===== src/rtl/rev_alu_pkg.sv =====
// Shared types for the reversible ALU datapath.
// Defines the operation direction and the serial sequencer states.
package rev_alu_pkg;

   typedef enum logic {
      DIR_FWD = 1'b0,
      DIR_REV = 1'b1
   } dir_e;

   typedef enum logic [1:0] {
      ST_IDLE = 2'd0,
      ST_RUN  = 2'd1,
      ST_DONE = 2'd2
   } state_e;

endpackage


===== src/rtl/rev_fa_cell.sv =====
// Reversible full-adder cell, purely combinational.
// Ports: a, b, c, s, cout in; s_fwd, cout_fwd, c_inv, chk out.
//   Forward:  (a,b,c)      -> s_fwd, cout_fwd
//   Inverse:  (a,b,s,cout) -> c_inv, chk (1 = cout inconsistent)
module rev_fa_cell (
   input  logic a,
   input  logic b,
   input  logic c,
   input  logic s,
   input  logic cout,
   output logic s_fwd,
   output logic cout_fwd,
   output logic c_inv,
   output logic chk
);

   assign s_fwd    = a ^ b ^ c;
   assign cout_fwd = (a & b) | (a & c) | (b & c);

   // Recover the carry-in, then re-derive the carry-out from it and
   // compare against the carry-out we were handed.
   assign c_inv = s ^ a ^ b;
   assign chk   = ((a & b) | (a & c_inv) | (b & c_inv)) ^ cout;

endmodule


===== src/rtl/rfa_serial_seq.sv =====
// Bit-serial sequencer time-sharing one reversible full-adder cell.
// Ports: clk, rst_n; req_valid/ready, req_dir, req_a/b/s, req_c;
//        rsp_valid/ready, rsp_s, rsp_c, rsp_err; busy.
module rfa_serial_seq
   import rev_alu_pkg::*;
#(
   parameter int WIDTH = 8
) (
   input  logic             clk,
   input  logic             rst_n,
   input  logic             req_valid,
   output logic             req_ready,
   input  logic             req_dir,
   input  logic [WIDTH-1:0] req_a,
   input  logic [WIDTH-1:0] req_b,
   input  logic [WIDTH-1:0] req_s,
   input  logic             req_c,
   output logic             rsp_valid,
   input  logic             rsp_ready,
   output logic [WIDTH-1:0] rsp_s,
   output logic             rsp_c,
   output logic             rsp_err,
   output logic             busy
);

   localparam int CW = $clog2(WIDTH);
   localparam logic [CW-1:0] IDX_LAST = CW'(WIDTH - 1);

   state_e           state_q, state_d;
   dir_e             dir_q, dir_d;
   logic [CW-1:0]    idx_q, idx_d;
   logic [WIDTH-1:0] a_q, a_d;
   logic [WIDTH-1:0] b_q, b_d;
   logic [WIDTH-1:0] s_q, s_d;
   logic             carry_q, carry_d;
   logic             err_q, err_d;

   logic cell_s, cell_cout, cell_c, cell_chk;

   // Carry register feeds both the forward carry-in and the
   // inverse carry-out; only one is meaningful per direction.
   rev_fa_cell u_cell (
      .a        (a_q[idx_q]),
      .b        (b_q[idx_q]),
      .c        (carry_q),
      .s        (s_q[idx_q]),
      .cout     (carry_q),
      .s_fwd    (cell_s),
      .cout_fwd (cell_cout),
      .c_inv    (cell_c),
      .chk      (cell_chk)
   );

   always_comb begin
      state_d = state_q;
      dir_d   = dir_q;
      idx_d   = idx_q;
      a_d     = a_q;
      b_d     = b_q;
      s_d     = s_q;
      carry_d = carry_q;
      err_d   = err_q;
      unique case (state_q)
         ST_IDLE: begin
            if (req_valid) begin
               state_d = ST_RUN;
               dir_d   = dir_e'(req_dir);
               a_d     = req_a;
               b_d     = req_b;
               s_d     = req_s;
               carry_d = req_c;
               err_d   = 1'b0;
               idx_d   = req_dir ? IDX_LAST : '0;
            end
         end
         ST_RUN: begin
            if (dir_q == DIR_FWD) begin
               s_d[idx_q] = cell_s;
               carry_d    = cell_cout;
               if (idx_q == IDX_LAST) begin
                  state_d = ST_DONE;
               end else begin
                  idx_d = idx_q + CW'(1);
               end
            end else begin
               if (cell_chk) begin
                  err_d = 1'b1;
               end
               carry_d = cell_c;
               if (idx_q == '0) begin
                  state_d = ST_DONE;
               end else begin
                  idx_d = idx_q - CW'(1);
               end
            end
         end
         ST_DONE: begin
            if (rsp_ready) begin
               state_d = ST_IDLE;
            end
         end
         default: state_d = ST_IDLE;
      endcase
   end

   always_ff @(posedge clk or negedge rst_n) begin
      if (!rst_n) begin
         state_q <= ST_IDLE;
         dir_q   <= DIR_FWD;
         idx_q   <= '0;
         a_q     <= '0;
         b_q     <= '0;
         s_q     <= '0;
         carry_q <= 1'b0;
         err_q   <= 1'b0;
      end else begin
         state_q <= state_d;
         dir_q   <= dir_d;
         idx_q   <= idx_d;
         a_q     <= a_d;
         b_q     <= b_d;
         s_q     <= s_d;
         carry_q <= carry_d;
         err_q   <= err_d;
      end
   end

   assign req_ready = (state_q == ST_IDLE);
   assign rsp_valid = (state_q == ST_DONE);
   assign busy      = (state_q != ST_IDLE);
   assign rsp_s     = s_q;
   assign rsp_c     = carry_q;
   assign rsp_err   = err_q;

endmodule


===== config.mk =====
export PLATFORM = sky130hd
export DESIGN_NAME = rfa_serial_seq
export DESIGN_NICKNAME = d
export VERILOG_FILES = /design/src/rtl/rev_alu_pkg.sv /design/src/rtl/rev_fa_cell.sv /design/src/rtl/rfa_serial_seq.sv
export SDC_FILE = /design/constraint.sdc
export NUM_CORES = 1
export LEC_CHECK = 0
export BUFFER_PORTS_ARGS = -buffer_cell sky130_fd_sc_hd__buf_2
export CORE_ASPECT_RATIO = 1.1
export CORE_UTILIZATION = 54
export DETAILED_ROUTE_END_ITERATION = 10
export GPL_ROUTABILITY_DRIVEN = 0
export HOLD_SLACK_MARGIN = 0.03
export PLACE_DENSITY = 0.79
export SLEW_MARGIN = 15
export SYNTH_ARGS = -nofsm -noshare
export SYNTH_HDL_FRONTEND = slang
export SYNTH_HIERARCHICAL = 1
export SYNTH_SLANG_ARGS = --single-unit

===== constraint.sdc =====
create_clock -name clk -period 3.38 [get_ports clk]
set_clock_uncertainty 0.05 [all_clocks]
set_input_delay 0.507 -clock clk [delete_from_list [all_inputs] [get_ports clk]]
set_output_delay 0.507 -clock clk [all_outputs]
set_load 0.01 [all_outputs]

==> After elaboration in Yosys (flattened, before gate mapping) <==
Index checks and enable logic that the tools add are counted.
{ "classes": {"n_addsub": 2, "n_lt_le_gt_ge": 2, "n_eq_ne": 12, "mux": 31, "bitwise": 14, "n_reduce_logical": 11} }
{ "ops": {"columns": ["operator", "count"], "rows": [
  ["8-bit 2-to-1 mux", 2],
  ["8-bit one-hot mux with 2 select lines", 1],
  ["3-bit 2-to-1 mux", 5],
  ["3-bit != test, second input constant", 4],
  ["4-bit AND reduction", 3],
  ["2-bit 2-to-1 mux", 5],
  ["1-bit binary-select mux with 3-bit select", 3],
  ["1-bit 2-to-1 mux", 9],
  ["8-bit bitwise mux", 1],
  ["2-bit != test, second input constant", 4],
  ["2-bit one-hot mux with 3 select lines", 1],
  ["3-bit one-hot mux with 2 select lines", 1],
  ["1-bit bitwise AND", 5],
  ["1-bit XOR", 5],
  ["3-bit by 4-bit < comparator with 1-bit output, second input constant", 1],
  ["1-bit bitwise OR", 4],
  ["1-bit one-hot mux with 2 select lines", 2],
  ["2-bit AND reduction", 2],
  ["2-bit nonzero test", 2],
  ["3-bit by 1-bit adder with 3-bit output, second input constant", 1],
  ["1-bit demux with 3-bit select", 1],
  ["3-bit equality test, second input constant", 1],
  ["3-bit by 1-bit greater-or-equal comparator with 1-bit output, second input constant", 1],
  ["3-bit zero test", 1],
  ["7 further kinds", 7]
]} }
{ "word_totals": {"reg_bits": 32, "in_bits": 30, "out_inout_bits": 13, "word_cells": 80} }

==> Longest topological paths before layout <==
Gate-level depths: netlist (run 1).
{ "depth": {"ltp_word": 11, "depth_mapped": 9, "depth_no_buf": 7} }

==> Cells and area by module <==
The synthesis (run 1) kept the hierarchy.
{ "by_module_without_submodules": {"columns": ["mod", "n_inst", "cells_per_inst", "area_per_inst_um2", "seq_area_each_um2"], "rows": [
  ["rfa_serial_seq", 1, 201, 1890.6, 800.8],
  ["rev_fa_cell", 1, 9, 81.3, 0.0]
]} }

==> Worst setup path after synthesis (run 1) <==
Ideal clock, no wire load.
{ "synth_timing": {"kind": "register to register", "startpoint": "register idx_q[0]", "endpoint": "register s_q[0], in the netlist rsp_s[0]", "setup_ns": 0.135, "t_arrival_ns": 2.508, "required_ns": 3.195, "setup_slack_ns": 0.687, "path_stages_with_launch": 9, "n_path_buf": 1, "period_less_slack_ns": 2.693, "path_cell_list": "dfrtp_1 -> buf_2 -> mux4_2 -> nand2_1 -> nand2_1 -> fa_1 -> or4b_4 -> o32ai_1 -> a2bb2oi_1"} }
{ "synth_between": {"elab_chain_len": 7, "word_cells_on_any_way": 14, "classes_between": "order compare: 2; mux: 9; bitwise: 2; reduce/logical: 1"} }
{ "synth_rtl": {"columns": ["item", "line_no", "text"], "rows": [
  ["start, declared", "rfa_serial_seq.sv:31", "logic [CW-1:0] idx_q, idx_d;"],
  ["start signal, assigned", "rfa_serial_seq.sv:119", "idx_q <= idx_d;"],
  ["1-bit binary-select mux with 3-bit select (on tied branches)", "rfa_serial_seq.sv:43, rfa_serial_seq.sv:44", null],
  ["1-bit 2-to-1 mux (on tied branches)", "rfa_serial_seq.sv:43, rfa_serial_seq.sv:44", null],
  ["1-bit XOR * (2 in a row)", "rev_fa_cell.sv:17", "assign s_fwd = a ^ b ^ c;"],
  ["named net cell_s", "rfa_serial_seq.sv:38", "logic cell_s, cell_cout, cell_c, cell_chk;"],
  ["8-bit bitwise mux *", "rfa_serial_seq.sv:78", "s_d[idx_q] = cell_s;"],
  ["8-bit 2-to-1 mux *", "rfa_serial_seq.sv:77", "if (dir_q == DIR_FWD) begin"],
  ["8-bit one-hot mux with 2 select lines *", "rfa_serial_seq.sv:63", "unique case (state_q)"],
  ["end signal, assigned", "rfa_serial_seq.sv:113", "s_q <= '0;"],
  ["end signal, assigned", "rfa_serial_seq.sv:122", "s_q <= s_d;"],
  ["end, declared", "rfa_serial_seq.sv:34", "logic [WIDTH-1:0] s_q, s_d;"]
]} }
Mark *: on every way through the listed nets, which the timed path passes. The rest lies on a longest branch. The select of a mux whose other input is x is not followed.
A chain may end at the register's enable or synchronous reset.

==> Worst setup path in the final report (run 1) <==
Same ends and word-level chain as after synthesis.

==> results.md, run 1 <==
- Status: finished clean
- CP Max Fanout: 15
- CP Capture Type: flop
- Post-route setup TNS: 0 ns
- H-Tree Depth: 2
- Final HPWL DP: between 2000 and 3000 um
- R2R Path End: rsp_s[0]
- Most numerous cell in the Yosys netlist: nand2_1
- Largest net degree at the start of global routing: 33
- Vias post-DR: 1737
- Root buf cell: clkbuf_4
- Sw Share: 0.449
- Final wirelength: roughly 4200 um
- Critical path data arrival time: about 3.0 ns
- Final Non-Filler Cells: about 290
- Antenna-violating nets left: 0
- Top FF cell, synth: dfrtp_1
- RSZ-0062 raised after global routing: false
- Vias in the first global route: roughly 1700
- Fmax: between 0.3 and 0.4 GHz
- WP buf/inv: 1
- Die ar.: about 3900 sq um
- Area share of the largest cell type after synthesis: 0.406
- Clk buf depth: 2
- Endpoints failing setup: 0
- Async SR Flop Fraction: 1.00
- Routed length per placed instance: between 10 and 15 um
- Syn Nets: between 200 and 250
- Max-cap viol count: 0
- Reg2reg setup slack: around 0.55 ns
- TritonCTS clock tree: yes
- Worst-margin pin slew: around 0.88 ns
- Crit path launch type: flop
- Area delta synth->final: 13.3%
- Final-stage net count: about 280
- Final period util: 0.838
- Overall Power: about 2.5 mW
- Layout Utilization: 0.654
- Row count: 22
- Starting DRT DRC Count: ~80
- Initial Utilization: 0.578
- CTS Sinks: 32
- Number of fill cells: 320
- Static Leak: around 1.0 nW
- Top delay family on crit path: compound AO/OA/AOI/OAI gates
- Syn. warnings: 6
- CTS Buf Count: 5
- R2R depth: 8
- CP Class: reg -> reg
- Final Max Slew Viols: 0
- Avg Cell Area, Syn: 9.39 sq um
- DP Worst Slack: 0.526 ns
- I/O Buffers: 42
- GRT Residual Overflow: 0
- Ranking of synthesized cells by area: dfrtp_1, nand2_1, a221oi_1, a2bb2oi_1, buf_2
- Placed Cells: 285
- Internal power: 1.39 mW
- Setup bufs post-CTS: 0
- DRT Pass-1 Iters: 4
- DR DRC count: 0
- Required time of the critical path: ~3.5 ns
- Post-DP Area: ~2200 sq um
- Clk_lat worst skew: roughly 0.34 ns
- Minimum clock period: ~2.8 ns
- Initial antenna violation count: 0
- Sequential share of power: 0.311
- Yosys top cell by area: dfrtp_1
- Post-synthesis instance area: about 2000 sq um
- Worst-case vdd ir drop: roughly 0.63 mV
- Vias/cell: about 5.9
- # diodes: 0
- Logic pwr share: 0.596
- Count of cell types in the netlist: 47
- Die W: 59.6 um
- # IOs: 43
- P_sw: ~1.1 mW
- Hold-fix buffers, CTS: 0
- Reg2Reg Launch Point: idx_q[0]
- Synth Instances: 210
- Max stage delay cell, worst path: fa_1
- Yosys reg bits: 32
- Final hold viol count: 0
- Post-CTS sizing: 0
- Post-synth EDFFs: 0
- Final worst slack: 0.549 ns
- Die Ht: between 60 and 70 um
- GRT Total Usage: 0.252
- Power per standard cell area: roughly 1100 nW/um^2
- Share of layout cells above drive strength 1: 0.253
- Commonest cells in the netlist: nand2_1, dfrtp_1, buf_2
- Sequential share of the synthesized area: 0.406
- Clk pwr share: 0.093
- Crit-path cells: buf_4, mux2i_1, o211ai_1, a22o_1, fa_1, or4b_4, o32ai_1, a2bb2oi_1
- Worst path max stage delay: roughly 0.56 ns
- Hold WC Path Type: in -> async
- Global-route wire length before repair: 7340 um
- Fin area: between 2000 and 2500 sq um
- Clock transition at path regs: around 0.12 ns
- Core Area: between 3000 and 4000 sq um
- Slew headroom: 0.410
- Hold slack: approximately 0.15 ns
logic make-up after synthesis:
group | count (synthesis) | share of synthesized area
AND/OR/NAND/NOR | 94 | 0.259
AO/OA/AOI/OAI | 48 | 0.194
flip-flops | 32 | 0.406
buffers and inverters | 25 | 0.0641
multiplexers | 6 | 0.0431
XOR/XNOR | 3 | 0.0133
adder cells (fa/ha/maj) | 2 | 0.0203
flip-flops by register name (all words and copies together), names as in the netlist:
| register | flops |
|---|---|
| dir_q | 1 |
| rsp_c | 1 |
| rsp_err | 1 |
| b_q | 8 |
| idx_q | 3 |
| state_q | 2 |
| rsp_s | 8 |
| a_q | 8 |
per-layer routing:
layer	track usage	vias up	wire length (um)
li1	-	839	-
met1	0.314	819	1840
met2	0.426	75	2090
met3	0.0374	4	280
met4	0.116	0	34
met5	0	-	0
cell type report:
| cell class | instances | area [sq um] | area share |
|---|---|---|---|
| inverters | 5 | 18.8 | 0.00840 |
| repair buffers | 47 | 248 | 0.111 |
| multi-input cells | 153 | 1040 | 0.468 |
| flip-flops and latches | 32 | 801 | 0.359 |
| clock buffers | 6 | 51.3 | 0.0230 |
| clock inverters | 2 | 10.0 | 0.00448 |
| well taps | 48 | 60.1 | 0.0269 |
power groups by stage:
| stage | Sequential [mW] | Clock, mW | Combinational [mW] |
|---|---|---|---|
| 3_5_place_dp | 0.790 | 0 | 1.49 |
| 5_1_grt | 0.815 | 0.253 | 1.68 |
| 6_report | 0.781 | 0.234 | 1.50 |
| 2_1_floorplan | 0.700 | 0 | 1.26 |
| 4_1_cts | 0.782 | 0.241 | 1.50 |
| 3_3_place_gp | 0.783 | 0 | 1.46 |
cells in the final DEF (no fill, tap or decap), drive strengths merged, types with 4 or more instances in the layout:
master	instances
a2bb2oi	8
o32ai	4
mux2i	4
o22ai	4
a221oi	8
dfrtp	32
buf	47
or3b	5
nand2b	6
inv	5
nand2	56
nand3b	6
clkbuf	6
worst max-delay path by stage:
stage	from	to	slack [ns]	depth (start not counted)
finish	idx_q[0]	rsp_s[0]	0.55	8
global route	idx_q[0]	rsp_s[0]	0.33	8
CTS	idx_q[0]	rsp_s[0]	0.53	8
detailed placement	idx_q[0]	rsp_s[4]	0.53	8
global placement	idx_q[0]	rsp_s[4]	0.60	8
floorplan	idx_q[0]	rsp_s[0]	0.69	8
(Power assumes the default switching activity.)
==> run 2, diff against run 1 <==
--- a/config.mk
+++ b/config.mk
@@ -7,11 +7,11 @@
 export LEC_CHECK = 0
 export BUFFER_PORTS_ARGS = -buffer_cell sky130_fd_sc_hd__buf_2
 export CORE_ASPECT_RATIO = 1.1
-export CORE_UTILIZATION = 54
+export CORE_UTILIZATION = 49
 export DETAILED_ROUTE_END_ITERATION = 10
 export GPL_ROUTABILITY_DRIVEN = 0
 export HOLD_SLACK_MARGIN = 0.03
-export PLACE_DENSITY = 0.79
+export PLACE_DENSITY = 0.76
 export SLEW_MARGIN = 15
 export SYNTH_ARGS = -nofsm -noshare
 export SYNTH_HDL_FRONTEND = slang
==> constraint.sdc (replaced) <==
create_clock -name clk -period 2.4 [get_ports clk]
set_clock_uncertainty 0.05 [all_clocks]
set_input_delay 0.36 -clock clk [delete_from_list [all_inputs] [get_ports clk]]
set_output_delay 0.36 -clock clk [all_outputs]
set_load 0.01 [all_outputs]
==> results.md, run 2 (same netlist as run 1, synthesis figures left out) <==
- Final HPWL DP: between 3000 and 4000 um
- Reg2Reg Launch Point: idx_q[0]
- CTS Sinks: 32
- Placed Cells: ~300
- Final hold viol count: 0
- DR DRC count: 0
- CP Class: reg -> reg
- Vias in the first global route: 1593
- Hold WC Path Type: in -> async
- Final Max Slew Viols: 0
- Die W: 62.5 um
- Final wirelength: 4530 um
- Layout Utilization: 0.644
- Area delta synth->final: 22.1%
- H-Tree Depth: 2
- Critical path endpoint: rsp_s[0]
- Static Leak: 1.12 nW
- GRT Residual Overflow: 0
- Max-cap viol count: 0
- Overall Power: approximately 4.1 mW
- Core Area: between 3000 and 4000 sq um
- Die Ht: approximately 69 um
- Post-route setup TNS: -0.606 ns
- Fmax: about 0.38 GHz
- Final period util: 1.09
- Final worst slack: -0.208 ns
- Starting DRT DRC Count: a little under 100
- Initial antenna violation count: 0
- Clk_lat worst skew: 0.28 ns
- Commonest cells after routing, fill and taps aside: nand2_1, buf_2, dfrtp_1, buf_4
- Final Non-Filler Cells: just over 300
- Number of fill cells: 320
- Routed length per placed instance: ~15 um
- Slew headroom: 0.531
- CP Capture Type: flop
- Clock transition at path regs: approximately 0.070 ns
- Most common cell after layout, fill and taps aside: nand2_1
- CTS Buf Count: 5
- I/O Buffers: 42
- Vias post-DR: between 1500 and 2000
- Critical path data arrival time: between 2 and 3 ns
- Vias/cell: ~5.7
- Reg2reg setup slack: -0.21 ns
- Power per standard cell area: between 1500 and 2000 nW/um^2
- CP Max Fanout: 4
- Critical Path Start: idx_q[0]
- TritonCTS clock tree: yes
- Global-route wire length before repair: 7500 um
- # diodes: 0
- Initial Utilization: 0.527
- Required time of the critical path: between 2 and 2.5 ns
- DRT Pass-1 Iters: 4
- Clk buf depth: 2
- R2R depth: 7
- Failing checks: negative setup slack
- GRT Total Usage: 0.232
- Crit path launch type: flop
- Antenna-violating nets left: 0
- Status: finished with violations
- Worst-case vdd ir drop: between 0.7 and 0.8 mV
- Row count: 23
- # IOs: 43
- R2R Path End: rsp_s[0]
- Final-stage net count: between 200 and 300
- Root buf cell: clkbuf_8
- RSZ-0062 raised after global routing: true
- Share of layout cells above drive strength 1: 0.315
- Worst-margin pin slew: about 0.70 ns
- Minimum clock period: roughly 2.6 ns
- Endpoints failing setup: 4
- Die ar.: between 4000 and 5000 sq um
- Largest net degree at the start of global routing: 33
run 2: final cells by class:
type / instances / area, sq um / share of cell area
clock buffer: 7 / 96.3 / 0.0400
inverter: 5 / 18.8 / 0.00779
multi-input combinational: 153 / 1100 / 0.456
sequential: 32 / 802 / 0.333
tap: 50 / 62.6 / 0.0260
timing repair buffer: 57 / 330 / 0.137
run 2: worst min path at each step:
| stage | from | endpoint | slack [ns] | cells after the start |
|---|---|---|---|---|
| detailed placement | rst_n | a_q[7] | 0.39 | 1 |
| global placement | rst_n | a_q[7] | 0.40 | 1 |
| floorplan | rst_n | a_q[0] | 0.01 | 0 |
| global route | rst_n | rsp_c | 0.11 | 1 |
| finish | rst_n | idx_q[1] | 0.07 | 1 |
| CTS | rst_n | rsp_c | 0.09 | 1 |
run 2: timing repair:
action | CTS | global route
resized for setup | 4 | 3
setup endpoints to repair | 5 | 6
pin swaps | 3 | 2
buffers inserted | 1 | 0
gates cloned | 0 | 0
hold buffers | 0 | 0
run 2: where the power goes:
| part | internal, mW | switching [mW] |
|---|---|---|
| registers | 0.817 | 0.280 |
| logic | 1.26 | 1.25 |
| clock network | 0.255 | 0.193 |
| total | 2.33 | 1.72 |
run 2: critical path, stage by stage (launching register included):
cell and delay [ns]:
dfrtp_2 0.42, mux4_2 0.51, nand2_1 0.09, nand2_2 0.07, fa_1 0.50, or4b_4 0.53
o32ai_2 0.21, a2bb2oi_1 0.10
run 2: metrics by stage:
step           instance area [sq um]  setup slack, ns  hold WS, ns
2_1_floorplan                   2000           -0.233       0.0144
3_3_place_gp                    2260           -0.214        0.396
3_5_place_dp                    2260           -0.283        0.392
4_1_cts                         2390           -0.193       0.0868
5_1_grt                         2410           -0.294        0.113
6_report                        2410           -0.208       0.0698
run 2: routing by layer:
metal / up-vias / track usage / share of wire
li1: 852 / - / -
met5: - / 0 / 0
met4: 0 / 0.0785 / 0.012
met3: 6 / 0.0461 / 0.034
met1: 838 / 0.293 / 0.45
met2: 43 / 0.404 / 0.50
==> run 3, diff against run 2 <==
--- a/config.mk
+++ b/config.mk
@@ -15,5 +15,4 @@
 export SLEW_MARGIN = 15
 export SYNTH_ARGS = -nofsm -noshare
 export SYNTH_HDL_FRONTEND = slang
-export SYNTH_HIERARCHICAL = 1
 export SYNTH_SLANG_ARGS = --single-unit
==> results.md, run 3 <==
- DR DRC count: 0
- Multi-input combinational cell area: 1090 sq um
- Reg2reg setup slack: -0.06 ns
- Clock transition at path regs: 0.07 ns
- Core Area: approximately 3700 sq um
- Post-synth EDFFs: 0
- Final period util: 1.03
- DRT Pass-1 Iters: 4
- Hold-fix buffers, CTS: 0
- Clk pwr share: 0.091
- Count of cell types in the netlist: 37
- Failing checks: negative setup slack
- Die Ht: roughly 68 um
- # diodes: 0
- Final HPWL DP: between 3000 and 4000 um
- CP Capture Type: flop
- Fmax: between 0.4 and 0.5 GHz
- Sequential cell area: between 800 and 900 sq um
- Syn. warnings: 0
- Final Max Slew Viols: 0
- Sw Share: 0.425
- CTS Buf Count: 5
- Largest net degree at the start of global routing: 33
- GRT Total Usage: 0.240
- Logic pwr share: 0.647
- Endpoints failing setup: 7
- Internal power: between 2 and 2.5 mW
- Max-cap viol count: 0
- GRT met2 Usage: 0.364
- Top FF cell, synth: dfrtp_1
- Most numerous cell in the Yosys netlist: dfrtp_1
- Hold WC Path Type: in -> async
- Routed length per placed instance: between 15 and 20 um
- Yosys top cell by area: dfrtp_1
- Sequential share of the synthesized area: 0.413
- Synth Instances: approximately 190
- Global-route wire length before repair: ~7300 um
- Final Non-Filler Cells: between 200 and 300
- Worst-margin pin slew: roughly 0.86 ns
- Post-route setup TNS: -0.358 ns
- Root buf cell: clkbuf_8
- Vias/cell: about 5.6
- Required time of the critical path: ~2.5 ns
- Die W: just over 60 um
- Async SR Flop Fraction: 1.00
- Busiest grt layer: met2
- TritonCTS clock tree: yes
- Fin area: 2410 sq um
- Commonest cells in the netlist: dfrtp_1, o21ai_0, mux2_2
- Syn Nets: 217
- Final hold viol count: 0
- Post-synthesis instance area: between 1500 and 2000 sq um
- Final wirelength: between 4000 and 5000 um
- Clk buf depth: 2
- RSZ-0062 raised after global routing: true
- Area share of the largest cell type after synthesis: 0.413
- Initial Utilization: 0.523
- Number of fill cells: 300
- Worst-case vdd ir drop: about 0.80 mV
- Area delta synth->final: 24.0%
- Most common cell after layout, fill and taps aside: buf_2
- Sequential share of power: 0.261
- Share of layout cells above drive strength 1: 0.418
- Grt met3 use: 0.0529
- R2R depth: 8
- H-Tree Depth: 2
- Final worst slack: -0.0631 ns
- P_sw: 1.82 mW
- Reg2Reg Launch Point: idx_q[0]
- CTS Sinks: 32
- Starting DRT DRC Count: 90
- Status: finished with violations
- Ranking of synthesized cells by area: dfrtp_1, mux2_2, o21ai_0, mux4_2, mux4_1
- Antenna-violating nets left: 0
- Die ar.: between 4000 and 5000 sq um
- Clk_lat worst skew: about 0.28 ns
- Met1 usage: 0.340
- Crit path launch type: flop
- CP Class: reg -> reg
- GRT Residual Overflow: 0
- I/O Buffers: between 40 and 50
- Post-DP Area: 2280 sq um
- Commonest cells after routing, fill and taps aside: buf_2, dfrtp_1, buf_4, mux2_2, nor2_1
- Critical path data arrival time: around 2.6 ns
- R2R Path End: rsp_s[5]
- Power per standard cell area: 1780 nW/um^2
- Placed Cells: 280
- Initial antenna violation count: 0
- Avg Cell Area, Syn: 10.5 sq um
- # IOs: 43
- Yosys reg bits: 32
- Static Leak: 1.07 nW
- Row count: 23
- Minimum clock period: ~2.5 ns
- Hold slack: between 0.06 and 0.07 ns
- Slew headroom: 0.428
- Final-stage net count: roughly 270
- Vias post-DR: around 1600
- CP Max Fanout: 8
- Vias in the first global route: roughly 1600
==> run 3: worst max path at each step <==
stage | end | startpoint | slack [ns] | depth (start not counted)
2_1_floorplan | rsp_s[1] | idx_q[0] | 0.006 | 9
3_3_place_gp | rsp_s[6] | idx_q[0] | -0.05 | 6
3_5_place_dp | rsp_s[6] | idx_q[0] | -0.16 | 6
4_1_cts | rsp_s[5] | idx_q[0] | -0.07 | 8
5_1_grt | rsp_s[3] | idx_q[0] | -0.19 | 8
6_report | rsp_s[5] | idx_q[0] | -0.06 | 8
==> run 3: critical path: stages (launching register included) <==
cell and delay, ns:
dfrtp_2 0.48, nand2b_4 0.16, mux4_2 0.46, and3_4 0.18
fa_2 0.59, nand2b_4 0.16, nor2_2 0.03, a22oi_1 0.16
o21ai_1 0.08
==> run 3: layout make-up <==
class	count	share of cell area
multi-input cells	132	0.453
well taps	50	0.0260
clock buffers	6	0.0301
inverters	8	0.0125
clock inverters	1	0.00208
flip-flops and latches	32	0.333
repair buffers	60	0.143
==> run 3: what timing repair did <==
item                                    4_1_cts  5_1_grt
resized for setup                            13        6
setup buffers                                 0        2
pin swaps                                     1        6
endpoints found under the setup margin        8        8
==> run 3: cell families after synthesis <==
kind of cell	Yosys count	synth area share
simple gates	47	0.129
mux	27	0.207
flops	32	0.413
fa+ha+maj	2	0.0206
buf+inv	21	0.0477
xor+xnor	9	0.0406
compound gates	47	0.142
==> run 3: metal layers <==
metal,up-vias,wire [um]
met5,-,0
met4,0,36
met3,6,251
met2,61,2230
met1,783,2040
li1,777,-
==> run 3: power groups by stage <==
stage,Combinational (mW),Clock [mW],Sequential [mW]
2_1_floorplan,1.79,0,1.04
4_1_cts,2.54,0.395,1.12
3_3_place_gp,2.38,0,1.10
6_report,2.77,0.391,1.12
5_1_grt,3.03,0.418,1.16
3_5_place_dp,2.43,0,1.11
==> run 3: through the flow <==
| stage | util | total power, mW | worst slack (ns) |
|---|---|---|---|
| 2_1_floorplan | - | 2.83 | 0.00574 |
| 3_5_place_dp | 0.614 | 3.53 | -0.160 |
| 6_report | 0.648 | 4.28 | -0.0631 |
| 3_3_place_gp | 0.614 | 3.48 | -0.0540 |
| 4_1_cts | 0.641 | 4.06 | -0.0717 |
| 5_1_grt | 0.648 | 4.61 | -0.185 |
